==> src/rtl/framebuffer_reader.sv <==
`timescale 1ns/1ps
`default_nettype none
// ============================================================================
// Module   : framebuffer_reader
// Purpose  : Scanout engine for the read-only port of the pixel framebuffer.
//            It sweeps addresses 0..DEPTH-1 once per frame and absorbs the
//            1-cycle registered read latency with a 2-entry output buffer.
//            Pixels leave in raster order on a valid/ready stream that
//            carries start-of-frame, end-of-line and end-of-frame markers.
//
// Ports    : clk         - single clock, shared with the framebuffer read port
//            resetN      - asynchronous active-low reset
//            start       - 1-cycle pulse that begins a frame (ignored if busy)
//            busy        - frame in progress
//            frameDone   - 1-cycle pulse with the final pixel handshake
//            fbAddress   - framebuffer read address
//            fbData      - framebuffer read data, 1 cycle after fbAddress
//            pixelData   - output pixel
//            pixelValid  - pixelData and the flags are valid
//            pixelReady  - downstream accepts (transfer on valid && ready)
//            firstPixel  - marks pixel index 0
//            lastInLine  - marks column LINE_PIXELS-1
//            lastPixel   - marks pixel index DEPTH-1
//
// Revision : 1.0 - initial release
// ============================================================================
module framebuffer_reader #(
    parameter int WIDTH       = 9,
    parameter int DEPTH       = 2048,
    parameter int LINE_PIXELS = 64,
    parameter int LINES       = 32
) (
    input  logic                     clk,
    input  logic                     resetN,
    input  logic                     start,
    output logic                     busy,
    output logic                     frameDone,
    output logic [$clog2(DEPTH)-1:0] fbAddress,
    input  logic [WIDTH-1:0]         fbData,
    output logic [WIDTH-1:0]         pixelData,
    output logic                     pixelValid,
    input  logic                     pixelReady,
    output logic                     firstPixel,
    output logic                     lastInLine,
    output logic                     lastPixel
);

    // ------------------------------------------------------------------------
    // Constants
    // ------------------------------------------------------------------------
    localparam int c_ADDR_W = $clog2(DEPTH);
    localparam int c_COL_W  = (LINE_PIXELS > 1) ? $clog2(LINE_PIXELS) : 1;

    // The frame geometry defines the last word of the sweep; DEPTH only sizes
    // the address bus, and the two are required to agree.
    localparam logic [c_ADDR_W-1:0] c_LAST_ADDR = c_ADDR_W'(LINE_PIXELS * LINES - 1);
    localparam logic [c_COL_W-1:0]  c_LAST_COL  = c_COL_W'(LINE_PIXELS - 1);
    localparam logic [c_ADDR_W-1:0] c_ADDR_ONE  = c_ADDR_W'(1);
    localparam logic [c_COL_W-1:0]  c_COL_ONE   = c_COL_W'(1);

    localparam logic [1:0] c_IDLE  = 2'd0;
    localparam logic [1:0] c_FETCH = 2'd1;
    localparam logic [1:0] c_DRAIN = 2'd2;

    // ------------------------------------------------------------------------
    // State
    // ------------------------------------------------------------------------
    logic [1:0]          r_state;
    logic [c_ADDR_W-1:0] r_addr;       // next address to issue
    logic                r_inflight;   // a read was issued last cycle
    logic [WIDTH-1:0]    r_buf0;
    logic [WIDTH-1:0]    r_buf1;
    logic                r_wr_ptr;
    logic                r_rd_ptr;
    logic [1:0]          r_count;      // buffer occupancy, 0..2
    logic [c_ADDR_W-1:0] r_pix_idx;    // index of the pixel at the buffer head
    logic [c_COL_W-1:0]  r_col;        // column of the pixel at the buffer head

    logic                w_pop;
    logic                w_push;
    logic                w_issue;
    logic                w_start;
    logic                w_frame_done;
    logic [2:0]          w_occ;

    // ------------------------------------------------------------------------
    // Handshake and issue control
    // ------------------------------------------------------------------------
    assign w_pop  = (r_count != 2'd0) && pixelReady;
    assign w_push = r_inflight;

    // Occupancy as seen after this cycle's pop, counting the read whose data
    // lands next cycle. Issuing only when this is below 2 guarantees the
    // returning word always has a free slot, regardless of pixelReady.
    assign w_occ   = {1'b0, r_count} + {2'b00, r_inflight} - {2'b00, w_pop};
    assign w_issue = (r_state == c_FETCH) && (w_occ < 3'd2);

    assign w_start = (r_state == c_IDLE) && start;

    // The final pixel is the only thing left once the sweep is drained, so the
    // frame ends on its handshake.
    assign w_frame_done = (r_state == c_DRAIN) && w_pop && !r_inflight &&
                          (r_count == 2'd1) && (r_pix_idx == c_LAST_ADDR);

    // ------------------------------------------------------------------------
    // Frame sequencer
    // ------------------------------------------------------------------------
    always_ff @(posedge clk or negedge resetN) begin
        if (!resetN) begin
            r_state <= c_IDLE;
        end else begin
            case (r_state)
                c_IDLE: begin
                    if (start) begin
                        r_state <= c_FETCH;
                    end
                end
                c_FETCH: begin
                    if (w_issue && (r_addr == c_LAST_ADDR)) begin
                        r_state <= c_DRAIN;
                    end
                end
                c_DRAIN: begin
                    if (w_frame_done) begin
                        r_state <= c_IDLE;
                    end
                end
                default: begin
                    r_state <= c_IDLE;
                end
            endcase
        end
    end

    // ------------------------------------------------------------------------
    // Read address: advances only on issue and parks on the last word until
    // the next accepted start, so it never wraps inside a frame.
    // ------------------------------------------------------------------------
    always_ff @(posedge clk or negedge resetN) begin
        if (!resetN) begin
            r_addr     <= '0;
            r_inflight <= 1'b0;
        end else begin
            r_inflight <= w_issue;
            if (w_start) begin
                r_addr <= '0;
            end else if (w_issue && (r_addr != c_LAST_ADDR)) begin
                r_addr <= r_addr + c_ADDR_ONE;
            end
        end
    end

    // ------------------------------------------------------------------------
    // Two-entry output buffer. Data returning from the framebuffer is written
    // the cycle after its read was issued.
    // ------------------------------------------------------------------------
    always_ff @(posedge clk or negedge resetN) begin
        if (!resetN) begin
            r_buf0   <= '0;
            r_buf1   <= '0;
            r_wr_ptr <= 1'b0;
            r_rd_ptr <= 1'b0;
            r_count  <= 2'd0;
        end else begin
            if (w_push) begin
                if (r_wr_ptr) begin
                    r_buf1 <= fbData;
                end else begin
                    r_buf0 <= fbData;
                end
                r_wr_ptr <= ~r_wr_ptr;
            end
            if (w_pop) begin
                r_rd_ptr <= ~r_rd_ptr;
            end
            r_count <= r_count + {1'b0, w_push} - {1'b0, w_pop};
        end
    end

    // ------------------------------------------------------------------------
    // Position counters. They describe the pixel at the buffer head and move
    // only on an accepted transfer, so the flags stay stable under back
    // pressure.
    // ------------------------------------------------------------------------
    always_ff @(posedge clk or negedge resetN) begin
        if (!resetN) begin
            r_pix_idx <= '0;
            r_col     <= '0;
        end else if (w_start) begin
            r_pix_idx <= '0;
            r_col     <= '0;
        end else if (w_pop) begin
            r_pix_idx <= (r_pix_idx == c_LAST_ADDR) ? '0 : (r_pix_idx + c_ADDR_ONE);
            r_col     <= (r_col == c_LAST_COL) ? '0 : (r_col + c_COL_ONE);
        end
    end

    // ------------------------------------------------------------------------
    // Outputs
    // ------------------------------------------------------------------------
    assign busy       = (r_state != c_IDLE);
    assign frameDone  = w_frame_done;
    assign fbAddress  = r_addr;
    assign pixelValid = (r_count != 2'd0);
    assign pixelData  = r_rd_ptr ? r_buf1 : r_buf0;
    assign firstPixel = pixelValid && (r_pix_idx == '0);
    assign lastInLine = pixelValid && (r_col == c_LAST_COL);
    assign lastPixel  = pixelValid && (r_pix_idx == c_LAST_ADDR);

endmodule

`default_nettype wire
==> config.mk <==
export PLATFORM = sky130hd
export DESIGN_NAME = framebuffer_reader
export DESIGN_NICKNAME = d
export VERILOG_FILES = /design/src/rtl/framebuffer_reader.sv
export SDC_FILE = /design/constraint.sdc
export NUM_CORES = 1
export LEC_CHECK = 0
export ABC_CLOCK_PERIOD_IN_PS = 4000
export BUFFER_PORTS_ARGS = -buffer_cell sky130_fd_sc_hd__clkbuf_2
export CAP_MARGIN = 10
export CORE_UTILIZATION = 59
export CTS_BUF_LIST = sky130_fd_sc_hd__clkbuf_4 sky130_fd_sc_hd__clkbuf_8
export CTS_CLUSTER_SIZE = 30
export DETAILED_ROUTE_END_ITERATION = 6
export GPL_ROUTABILITY_DRIVEN = 0
export GPL_TIMING_DRIVEN = 0
export PLACE_DENSITY = 0.9
export SLEW_MARGIN = 20
export SYNTH_ARGS = -nofsm -noshare
export SYNTH_HDL_FRONTEND = slang
export SYNTH_SLANG_ARGS = --single-unit
==> constraint.sdc <==
create_clock -name clk -period 4 [get_ports clk]
set_clock_uncertainty 0.05 [all_clocks]
set_input_delay 0.8 -clock clk [delete_from_list [all_inputs] [get_ports clk]]
set_output_delay 0.8 -clock clk [all_outputs]
set_load 0.01 [all_outputs]
==> flow_summary.rst <==
.. list-table::
   :header-rows: 1

   * - Metric
     - Value
   * - Per-cell via count in the routed design
     - 5.98
   * - Post-CTS Repair Setup Buffers
     - 0
   * - Die width
     - ~69 um
   * - Clock tree root buffer cell
     - sky130_fd_sc_hd__clkbuf_8
   * - Count of nets after finishing
     - 311
   * - XOR/XNOR Fraction of Synth Area
     - 3.97%
   * - Initial Utilization
     - ~60%
   * - Gate Count Post-Synth
     - 246
   * - Most frequent standard cell in the layout excluding fill and tap cells
     - sky130_fd_sc_hd__dfrtp_1
   * - Power density over cell area
     - 688 mW/mm^2
   * - Shortest clock period the worst path allows after layout
     - 3.58 ns
   * - Post-synthesis simple-gate area fraction
     - 17.1%
   * - Number of warnings issued by yosys
     - 0
   * - Die Outline Area
     - 0.00476 mm^2
   * - Critical path class
     - input pin to flop
   * - Number of remaining DRC errors
     - 0
   * - Chip height
     - around 70 um
   * - Cells on worst reg2reg path
     - 11
   * - # hold bufs at CTS
     - 0
   * - Diodes inserted
     - 0
   * - Layout cells sized above 1
     - 27.1%
   * - Final cell utilization of the core
     - 69.4%
   * - Type of destination of the critical path
     - flop
   * - Launching element of the worst setup path
     - pixelReady
   * - Dominant register cell in the synthesized netlist
     - sky130_fd_sc_hd__dfrtp_1
   * - Global Route Usage Sum
     - 23.8%
   * - Synthesized cell area
     - roughly 0.0027 mm^2
   * - Highest-count cells in the layout ignoring fill and taps
     - sky130_fd_sc_hd__dfrtp_1, sky130_fd_sc_hd__clkbuf_2, sky130_fd_sc_hd__mux2_2, sky130_fd_sc_hd__nand2_1, sky130_fd_sc_hd__nor2_1
   * - Number of cell rows
     - 24
   * - Register clock-pin slew on the reported worst setup and hold paths
     - 0.10 ns
   * - Tightest Hold Check Type
     - flop to flop
   * - Start point of the worst hold path
     - r_buf1[2]
   * - I/O pins
     - 39
   * - Number of max-capacitance violations reported
     - 0
   * - Number of sinks on the clock net
     - 53
   * - Vias
     - 2056
   * - Slew @ Worst Pin
     - 0.991 ns
   * - Async S/R FF share, synth
     - between 90% and 100%
   * - Slew Limit Fails
     - 0
   * - Maximum achievable frequency
     - 0.280 GHz
   * - FF-to-FF Start
     - r_count[1]
   * - Total wire length after detailed routing
     - about 5400 um
   * - Run status
     - finished, final reports clean
   * - Largest stage delay on the critical path
     - 0.48 ns
   * - Final setup viols
     - 0
   * - Share of cell area taken by muxes after synthesis
     - 12.2%
   * - Yosys reg bits
     - between 50 and 60
   * - Static leakage
     - 1.32 nW
   * - Area leader, netlist
     - sky130_fd_sc_hd__dfrtp_1
   * - Startpoint types
     - input pin
   * - Mapped Nets
     - around 270
   * - Largest net degree at the start of global routing
     - 54
   * - Worst path buffer plus inverter count
     - 4
   * - Share of Yosys cell area claimed by the top area cell type
     - 50.0%
   * - Routed length per instance
     - about 16 um
   * - WP depth
     - 12
   * - Synth Area in Adders
     - approximately 3.6%
   * - Detailed Place HPWL
     - roughly 3700 um
   * - Worst VDD drop
     - 0.411 mV
   * - First-pass detailed-route iteration total
     - 5
   * - Chain of cells forming the critical path
     - clkbuf_2, o21ai_1, inv_1, buf_2, ha_1, inv_1, ha_1, fa_1, nor3b_2, nand3_1, o311ai_0, o41ai_1
   * - Top post-synthesis cells by area
     - sky130_fd_sc_hd__dfrtp_1, sky130_fd_sc_hd__mux2_2, sky130_fd_sc_hd__nand2_1
   * - Count of H-tree levels built during CTS
     - 2
   * - Core region area
     - approximately 0.0043 mm^2
   * - End point of the critical path
     - fbAddress[8]
   * - Data required time of the worst path
     - 4.11 ns
   * - Maximum fanout count along the critical path
     - 10
   * - Antenna Violating Nets Remaining
     - 0
   * - Avg Inst Size Synth
     - ~11 um^2
   * - Relative max-transition margin
     - 33.8%
   * - Grt total ovfl
     - 0
   * - Number of buffers added by the clock tree synthesis step
     - 5
   * - CP Data Arrival Time
     - 3.68 ns
   * - Count of cell types in the netlist
     - 40
   * - Cell family with most CP delay
     - adder cells
   * - Dominant combinational cell family by area after synthesis
     - simple AND/OR/NAND/NOR gates
   * - CTS-repair resized insts
     - 0
   * - Initial antenna violation count
     - 0
   * - Count of flip-flops with a built-in enable after synthesis
     - 0
   * - Critical R2R Capture
     - fbAddress[8]
   * - CTS tree
     - yes
   * - Final cycle utilization of the critical path
     - 89.4%
   * - Via count of the first global-routing pass
     - 1998
   * - # port buffers
     - 38
   * - Max Buffers Root-to-Sink
     - 2
   * - Worst-skew pair later-pin latency
     - 0.31 ns
   * - RSZ-0062 raised after global routing
     - false
   * - Sequential area share after synthesis
     - between 50% and 60%
   * - Setup TNS
     - 0 ns
   * - 1st-iter DRT viols
     - between 150 and 200
   * - First-pass GRT wire length
     - 9070 um
   * - Worst setup slack for register-to-register paths
     - 0.43 ns
   * - Max stage delay cell, worst path
     - sky130_fd_sc_hd__fa_1
   * - Final hold violation count
     - 0
   * - Synthesized-area fraction occupied by ao, oa, aoi and oai cells
     - 10.2%
   * - Layout Area Growth over Synthesis
     - 13.3%
area by class of cell:
class / instances / area (um^2)
clock buffers: 5 / 68.8
fillers: 329 / 1320
inverters: 12 / 45.0
flip-flops and latches: 53 / 1330
repair buffers: 38 / 193
plain buffers: 7 / 28.8
well taps: 52 / 65.1
clock inverters: 3 / 26.3
multi-input cells: 174 / 1250
worst min path at each step:
stage	slack (ns)	depth (start not counted)	to
CTS	0.46	1	r_buf1[0]
finish	0.46	1	r_buf1[2]
floorplan	0.41	1	r_wr_ptr
global route	0.48	1	r_buf1[3]
global placement	0.42	1	r_wr_ptr
detailed placement	0.43	1	r_wr_ptr
metal layers:
layer,part of all wire [%],GRT usage (%),wire length [um],vias up
met5,0,0,0,-
met4,1.6,8.16,88,0
met3,3.6,5.56,192,10
met2,49,38.9,2630,60
met1,46,31.1,2470,1006
li1,-,-,-,980
worst register-to-register path, stage by stage (launching register included):
cell,delay (ns)
sky130_fd_sc_hd__dfrtp_1,0.45
sky130_fd_sc_hd__o21ai_1,0.39
sky130_fd_sc_hd__inv_1,0.17
sky130_fd_sc_hd__buf_2,0.22
sky130_fd_sc_hd__ha_1,0.29
sky130_fd_sc_hd__inv_1,0.05
sky130_fd_sc_hd__ha_1,0.19
sky130_fd_sc_hd__fa_1,0.48
sky130_fd_sc_hd__nor3b_2,0.27
sky130_fd_sc_hd__nand3_1,0.30
sky130_fd_sc_hd__o311ai_0,0.41
sky130_fd_sc_hd__o41ai_1,0.15
synth_stat cells, drive strengths merged (3+ instances only):
cell and count:
inv 12, and3 4, dfrtp 53, o31ai 6
o211ai 3, xnor2 5, xor2 7, nor3b 5
a31oi 3, and4 3, nor2b 3, nand4 8
a21oi 9, nor3 3, ha 6, o21ai 5
nor4 6, nand2 21, clkbuf 5, nand3 9
a211oi 3, mux2 27, nor2 21
metrics by stage:
stage / instance area [um^2] / cells / power (W) / setup WS, ns / hold WS (ns)
2_1_floorplan: 2650 / 246 / 0.00149 / 0.657 / 0.411
3_3_place_gp: 2910 / 336 / 0.00170 / 0.286 / 0.424
3_5_place_dp: 2910 / 336 / 0.00175 / 0.206 / 0.430
4_1_cts: 3000 / 344 / 0.00207 / 0.499 / 0.463
5_1_grt: 3000 / 344 / 0.00221 / 0.274 / 0.484
6_report: 3000 / 344 / 0.00207 / 0.424 / 0.459
power breakdown:
group | switching [W] | internal (W) | leakage [nW]
Clock | 0.000189 | 0.000128 | 0.0423
Sequential | 0.000174 | 0.000740 | 0.652
Combinational | 0.000429 | 0.000405 | 0.630
state kept, by name, summed over array words and instances (netlist names):
name and cells:
r_count 2, r_wr_ptr 1, r_pix_idx 11, r_state 2
fbAddress 11, r_buf0 9, r_rd_ptr 1, r_col 6
r_buf1 9, r_inflight 1
cells by family (layout without fill, tap and decap cells):
| group | Yosys count | after routing |
|---|---|---|
| AOI/OAI and AO/OA | 38 | 38 |
| adders and majority gates | 7 | 7 |
| DFF | 53 | 53 |
| and+or+nand+nor | 88 | 88 |
| buffers and inverters | 19 | 65 |
| xor gates and xnor gates | 12 | 12 |
| muxes | 29 | 29 |
Note: power is estimated with default switching activity, not from simulation.
